--- src/rtl/uart_pkg.sv ---
// rtl/uart_pkg.sv - shared types and default sizes for the UART TX arbiter
//
// Purpose : arbiter FSM state encoding and default parameter values.
// Ports   : none (package).

package uart_pkg;

  typedef enum logic [1:0] {
    IDLE      = 2'd0,
    START     = 2'd1,
    WAIT_DONE = 2'd2
  } arb_state_t;

  localparam int UART_DATA_WIDTH = 8;
  localparam int UART_NUM_REQ    = 4;

endpackage

--- src/rtl/sync_2ff.sv ---
// rtl/sync_2ff.sv - two-flop single-bit synchronizer
//
// Purpose : bring an asynchronous level into the clk domain.
// Ports   : clk    - destination clock
//           sreset - synchronous active-high reset, clears both flops
//           d      - asynchronous input
//           q      - synchronized output

module sync_2ff (
  input  logic clk,
  input  logic sreset,
  input  logic d,
  output logic q
);

  logic meta;

  always_ff @(posedge clk) begin
    if (sreset) begin
      meta <= 1'b0;
      q    <= 1'b0;
    end else begin
      meta <= d;
      q    <= meta;
    end
  end

endmodule

--- src/rtl/uart_tx_arbiter.sv ---
// rtl/uart_tx_arbiter.sv - round-robin arbiter sharing one UART transmitter
//
// Purpose : accepts bytes from NUM_REQ producers and feeds them one at a time
//           to a UART transmitter, sequencing on the transmitter busy flag.
// Ports   : sys_clk, sreset        - clock, synchronous active-high reset
//           req_valid/req_data     - per-requester byte offer (flattened data)
//           req_ready              - one-hot accept, transfer on valid & ready
//           tx_data_valid/tx_data  - byte presented to the transmitter
//           tx_busy                - transmitter busy (asynchronous)
//           grant_id               - requester whose byte is in flight
//           active                 - high in START and WAIT_DONE
//           timeout_err            - one-cycle pulse when busy never rises

module uart_tx_arbiter
  import uart_pkg::*;
#(
  parameter  int NUM_REQ       = UART_NUM_REQ,
  parameter  int DATA_WIDTH    = UART_DATA_WIDTH,
  parameter  int START_TIMEOUT = 4096,
  localparam int IW            = $clog2(NUM_REQ)
) (
  input  logic                          sys_clk,
  input  logic                          sreset,
  input  logic [NUM_REQ-1:0]            req_valid,
  input  logic [NUM_REQ*DATA_WIDTH-1:0] req_data,
  output logic [NUM_REQ-1:0]            req_ready,
  output logic                          tx_data_valid,
  output logic [DATA_WIDTH-1:0]         tx_data,
  input  logic                          tx_busy,
  output logic [IW-1:0]                 grant_id,
  output logic                          active,
  output logic                          timeout_err
);

  localparam int                 CNT_W   = $clog2(START_TIMEOUT);
  localparam logic [CNT_W-1:0]   CNT_MAX = CNT_W'(START_TIMEOUT - 1);
  localparam logic [IW-1:0]      LAST    = IW'(NUM_REQ - 1);
  localparam logic [NUM_REQ-1:0] ONE     = NUM_REQ'(1);

  arb_state_t       state, state_next;
  logic             busy_s;
  logic [IW-1:0]    rr_ptr;
  logic [IW-1:0]    winner;
  logic [CNT_W-1:0] cnt;
  logic             grant_ok;
  logic             fire;
  logic             start_timeout;

  // First valid requester at or above ptr, wrapping around.
  function automatic logic [IW-1:0] rr_winner(input logic [NUM_REQ-1:0] v,
                                               input logic [IW-1:0]      ptr);
    logic [IW-1:0] w;
    logic [IW-1:0] cand;
    logic          found;
    w     = ptr;
    found = 1'b0;
    for (int i = 0; i < NUM_REQ; i++) begin
      cand = IW'((int'(ptr) + i) % NUM_REQ);
      if (!found && v[cand]) begin
        found = 1'b1;
        w     = cand;
      end
    end
    return w;
  endfunction

  sync_2ff u_busy_sync (
    .clk    (sys_clk),
    .sreset (sreset),
    .d      (tx_busy),
    .q      (busy_s)
  );

  always_comb begin
    winner        = rr_winner(req_valid, rr_ptr);
    // busy_s gate keeps us off a transmitter still busy from before a reset.
    grant_ok      = (state == IDLE) && !busy_s && (|req_valid) && !sreset;
    req_ready     = grant_ok ? (ONE << winner) : '0;
    fire          = |(req_valid & req_ready);
    start_timeout = 1'b0;
    state_next    = state;
    case (state)
      IDLE: begin
        if (fire) state_next = START;
      end
      START: begin
        // Busy rise wins over a timeout landing on the same cycle.
        if (busy_s) begin
          state_next = WAIT_DONE;
        end else if (cnt == CNT_MAX) begin
          start_timeout = 1'b1;
          state_next    = IDLE;
        end
      end
      WAIT_DONE: begin
        if (!busy_s) state_next = IDLE;
      end
      default: state_next = IDLE;
    endcase
  end

  assign tx_data_valid = (state == START);
  assign active        = (state != IDLE);
  assign timeout_err   = start_timeout && !sreset;

  always_ff @(posedge sys_clk) begin
    if (sreset) begin
      state    <= IDLE;
      rr_ptr   <= '0;
      cnt      <= '0;
      tx_data  <= '0;
      grant_id <= '0;
    end else begin
      state <= state_next;
      if (fire) begin
        tx_data  <= req_data[winner*DATA_WIDTH +: DATA_WIDTH];
        grant_id <= winner;
        rr_ptr   <= (winner == LAST) ? '0 : winner + 1'b1;
        cnt      <= '0;
      end else if (state == START && state_next == START) begin
        // Only counts while staying in START, so it stops at CNT_MAX.
        cnt <= cnt + 1'b1;
      end
    end
  end

endmodule

--- config.mk ---
export PLATFORM = sky130hd
export DESIGN_NAME = uart_tx_arbiter
export DESIGN_NICKNAME = d
export VERILOG_FILES = /design/src/rtl/uart_pkg.sv /design/src/rtl/sync_2ff.sv /design/src/rtl/uart_tx_arbiter.sv
export SDC_FILE = /design/constraint.sdc
export NUM_CORES = 1
export LEC_CHECK = 0
export ABC_AREA = 1
export ABC_CLOCK_PERIOD_IN_PS = 7100
export CORE_ASPECT_RATIO = 0.9
export CORE_MARGIN = 4
export CORE_UTILIZATION = 35
export DETAILED_ROUTE_END_ITERATION = 12
export GPL_TIMING_DRIVEN = 0
export PLACE_DENSITY = 0.64
export SYNTH_ARGS = -nofsm -noshare
export SYNTH_HDL_FRONTEND = slang
export SYNTH_SLANG_ARGS = --single-unit
--- constraint.sdc ---
create_clock -name sys_clk -period 7.1 [get_ports sys_clk]
set_input_delay 1.065 -clock sys_clk [delete_from_list [all_inputs] [get_ports sys_clk]]
set_output_delay 1.065 -clock sys_clk [all_outputs]
set_load 0.01 [all_outputs]
==> run metrics <==
status finished clean; Fin. Hold Viols 0; clock sink count 28; RSZ-0062 raised after global routing false; R2R Setup Slk 4.12 ns; clk_skew between 0.003 and 0.004 ns; share of layout cells above drive strength 1 0.120; Slowest-stage cell, CP clkdlybuf4s50_1; CTS tree yes; Placed Cells 455; worst slew pin tran 0.426 ns; Pint 0.534 mW; hold path endpoint u_busy_sync.q; Yosys reg bits 28; antenna-violating nets left 0; vias in the first global route about 1900; reg2reg end tx_data[4]; Clock Latency Late Sink 0.27 ns; EDFF count, synth 0; critical path type input pin to primary output; Hold Path Class flip-flop to flip-flop; site row count 25; # hold bufs at CTS 0; largest incremental delay on the critical path 0.58 ns; postcts setup bufs 0; register area share after synthesis 0.280; cts repair resizes 0; Top-Level Pins 56; CTS Buf Count 3; part of the power in registers 0.203; final cell count without fillers 459; largest net degree at the start of global routing 17; initial core utilization 0.372; Max IR drop VDD 0.173 mV; Worst Path Max Fanout 10; reg2reg path depth 20; slew margin rel. 0.715; drt drc 0; Mapped Area 0.00200 mm^2; Setup crit start kind input pin; Crit. End Element primary output; Psw 0.503 mW; Worst Hold Path Cells 2; total of max-cap violations 0; initial antenna violation count 0; routability cong. 0.847; critical path's top delay family buffers and inverters; Total Nets Final 434; CP bufs+invs 6; worst-path cell chain clkdlybuf4s50_1 > inv_1 > nand2_1 > nand2_1 > nand2_1 > nand2_2 > nand2_1 > inv_2 > nand2_2 > nand3_2 > nand2_2 > buf_2 > ha_1 > inv_1 > nor2_1 > clkdlybuf4s50_1; Most used DFF post-synth dfxtp_1; clk buf depth 2; Most common cell on crit path nand2_1; All-Layer GR Usage 0.156; distinct cell type count after synthesis 31; Clock Power Share 0.121; Final Cycle Share 0.659; DIE HEIGHT 79.7 um; WL per Instance 11.0 um; hpwl dp 3990 um; Crit Reg-Reg Startpoint rr_ptr[0]; Hold Startpoint u_busy_sync.meta; leakage 1.32 nW; Max Slew Vio Count 0; Synth Instances ~330; Initial DRC Count 90; DRT Pass-1 Iters 5; pwr dens approximately 380 mW/mm^2; setup violators final 0; Ys Warns 0; highest clock rate 0.214 GHz; Switching Share 0.485; global-route wire length before repair between 8000 and 9000 um; global route overflow 0; Setup TNS 0 ns; final WL a little over 5000 um; ys async rst share 0; Clock Tree Root clkbuf_8; Gate power share 0.676; register clock-pin slew on the reported worst setup and hold paths 0.10 ns; Critical Path RT a little over 6 ns; via count 2050; Mapped Nets approximately 370; Worst EP arrival approximately 3.6 ns; die area 0.00699 mm^2; minimum clock period after layout 4.68 ns; CORE AREA 0.00538 mm^2; # H-tree levels 1; P&R area growth vs syn 35.3%; total power 1.04 mW; port bufs 55; die width ~88 um; syn_area_per_cell 6.01 um^2; ant diodes 0; via/cell ratio 4.47
[cell usage in the layout, fill, tap and decap left out, types with 2 or more instances in the layout]
master	count
nor3_1	5
buf_4	2
nand2_4	2
buf_6	2
dfxtp_1	28
or2_2	3
inv_1	41
nand3_2	3
nor4_1	2
nor2_1	29
clkdlybuf4s50_1	55
nand3_1	15
ha_1	2
nand4_1	10
o21bai_1	3
nor2_2	4
nand2_2	8
xor2_1	2
buf_2	4
a21oi_2	6
clkbuf_8	3
xnor2_1	2
o21ai_0	3
nand2_1	145
inv_2	4
[Yosys cell counts (all sizes together), types with 3 or more instances]
master | number | share of area
nand2 | 155 | 0.31
or2 | 3 | 0.0094
dfxtp | 28 | 0.28
o21bai | 3 | 0.011
nor3 | 6 | 0.021
nand3 | 18 | 0.053
inv | 45 | 0.084
a21oi | 7 | 0.029
nand4 | 11 | 0.042
buf | 9 | 0.036
o21ai | 3 | 0.0075
nor2 | 34 | 0.073
[state kept, by name (all words and copies together), names as in the netlist]
name,cells
grant_id,2
u_busy_sync.q,1
cnt,12
tx_data,8
state,2
rr_ptr,2
u_busy_sync.meta,1
[per-stage QoR]
stage                     utilization  hold WS, ns  instance area [um^2]  worst slack [ns]
after global placement          0.490        0.391                  2640              2.41
after floorplan                     -        0.388                  2000              3.67
after CTS                       0.503        0.415                  2710              2.41
final                           0.503        0.409                  2710              2.42
after global routing            0.503        0.428                  2710              2.18
after detailed placement        0.490        0.400                  2640              2.42
[how the worst max path moves through the flow]
stage / cells after the start / startpoint / to
floorplan: 13 / req_valid[3] / req_ready[3]
global placement: 15 / req_valid[3] / req_ready[3]
global route: 16 / req_valid[3] / req_ready[3]
detailed placement: 16 / req_valid[3] / req_ready[3]
CTS: 16 / req_valid[3] / req_ready[3]
finish: 16 / req_valid[3] / req_ready[3]
[area by class of cell]
class                           instances  area (um^2)
Tap cell                               67         83.8
Timing Repair Buffer                   55          551
Multi-Input combinational cell        250         1190
Clock inverter                          1         30.0
Inverter                               45          169
Fill cell                             539         2670
Buffer                                 10         76.3
Clock buffer                            3         41.3
Sequential cell                        28          561
[kinds of logic after synthesis]
logic type / synth area share
AO/OA/AOI/OAI: 0.0557
buffers and inverters: 0.123
XOR/XNOR: 0.0175
flip-flops: 0.280
AND/OR/NAND/NOR: 0.512
adder cells (fa/ha/maj): 0.0125
[power by group through the flow]
stage	clock network, mW	logic (mW)	registers, mW
after detailed placement	0	0.704	0.214
after global routing	0.136	0.804	0.216
after floorplan	0	0.494	0.218
after global placement	0	0.699	0.214
after CTS	0.128	0.707	0.211
final	0.125	0.701	0.211
[worst register-to-register path, stage by stage (launching register included)]
cell,delay [ns]
dfxtp_1,0.39
buf_4,0.19
nand2_1,0.07
nand2_2,0.11
nand2_1,0.07
nand2_2,0.08
nand2_1,0.07
inv_2,0.07
nand2_2,0.09
inv_2,0.06
nand2_1,0.07
nand2_2,0.13
buf_2,0.24
ha_1,0.18
inv_1,0.03
nor2_1,0.13
nand2_1,0.28
nand3_2,0.27
inv_1,0.14
nor2_1,0.14
nor2_1,0.06
[layer usage]
metal | GRT usage | part of all wire | up-vias
met1 | 0.216 | 0.49 | 875
met4 | 0.0184 | 0.0028 | 0
met3 | 0.0402 | 0.044 | 2
met2 | 0.251 | 0.46 | 34
li1 | - | - | 1139
met5 | 0 | 0 | -
(Power assumes the default switching activity.)
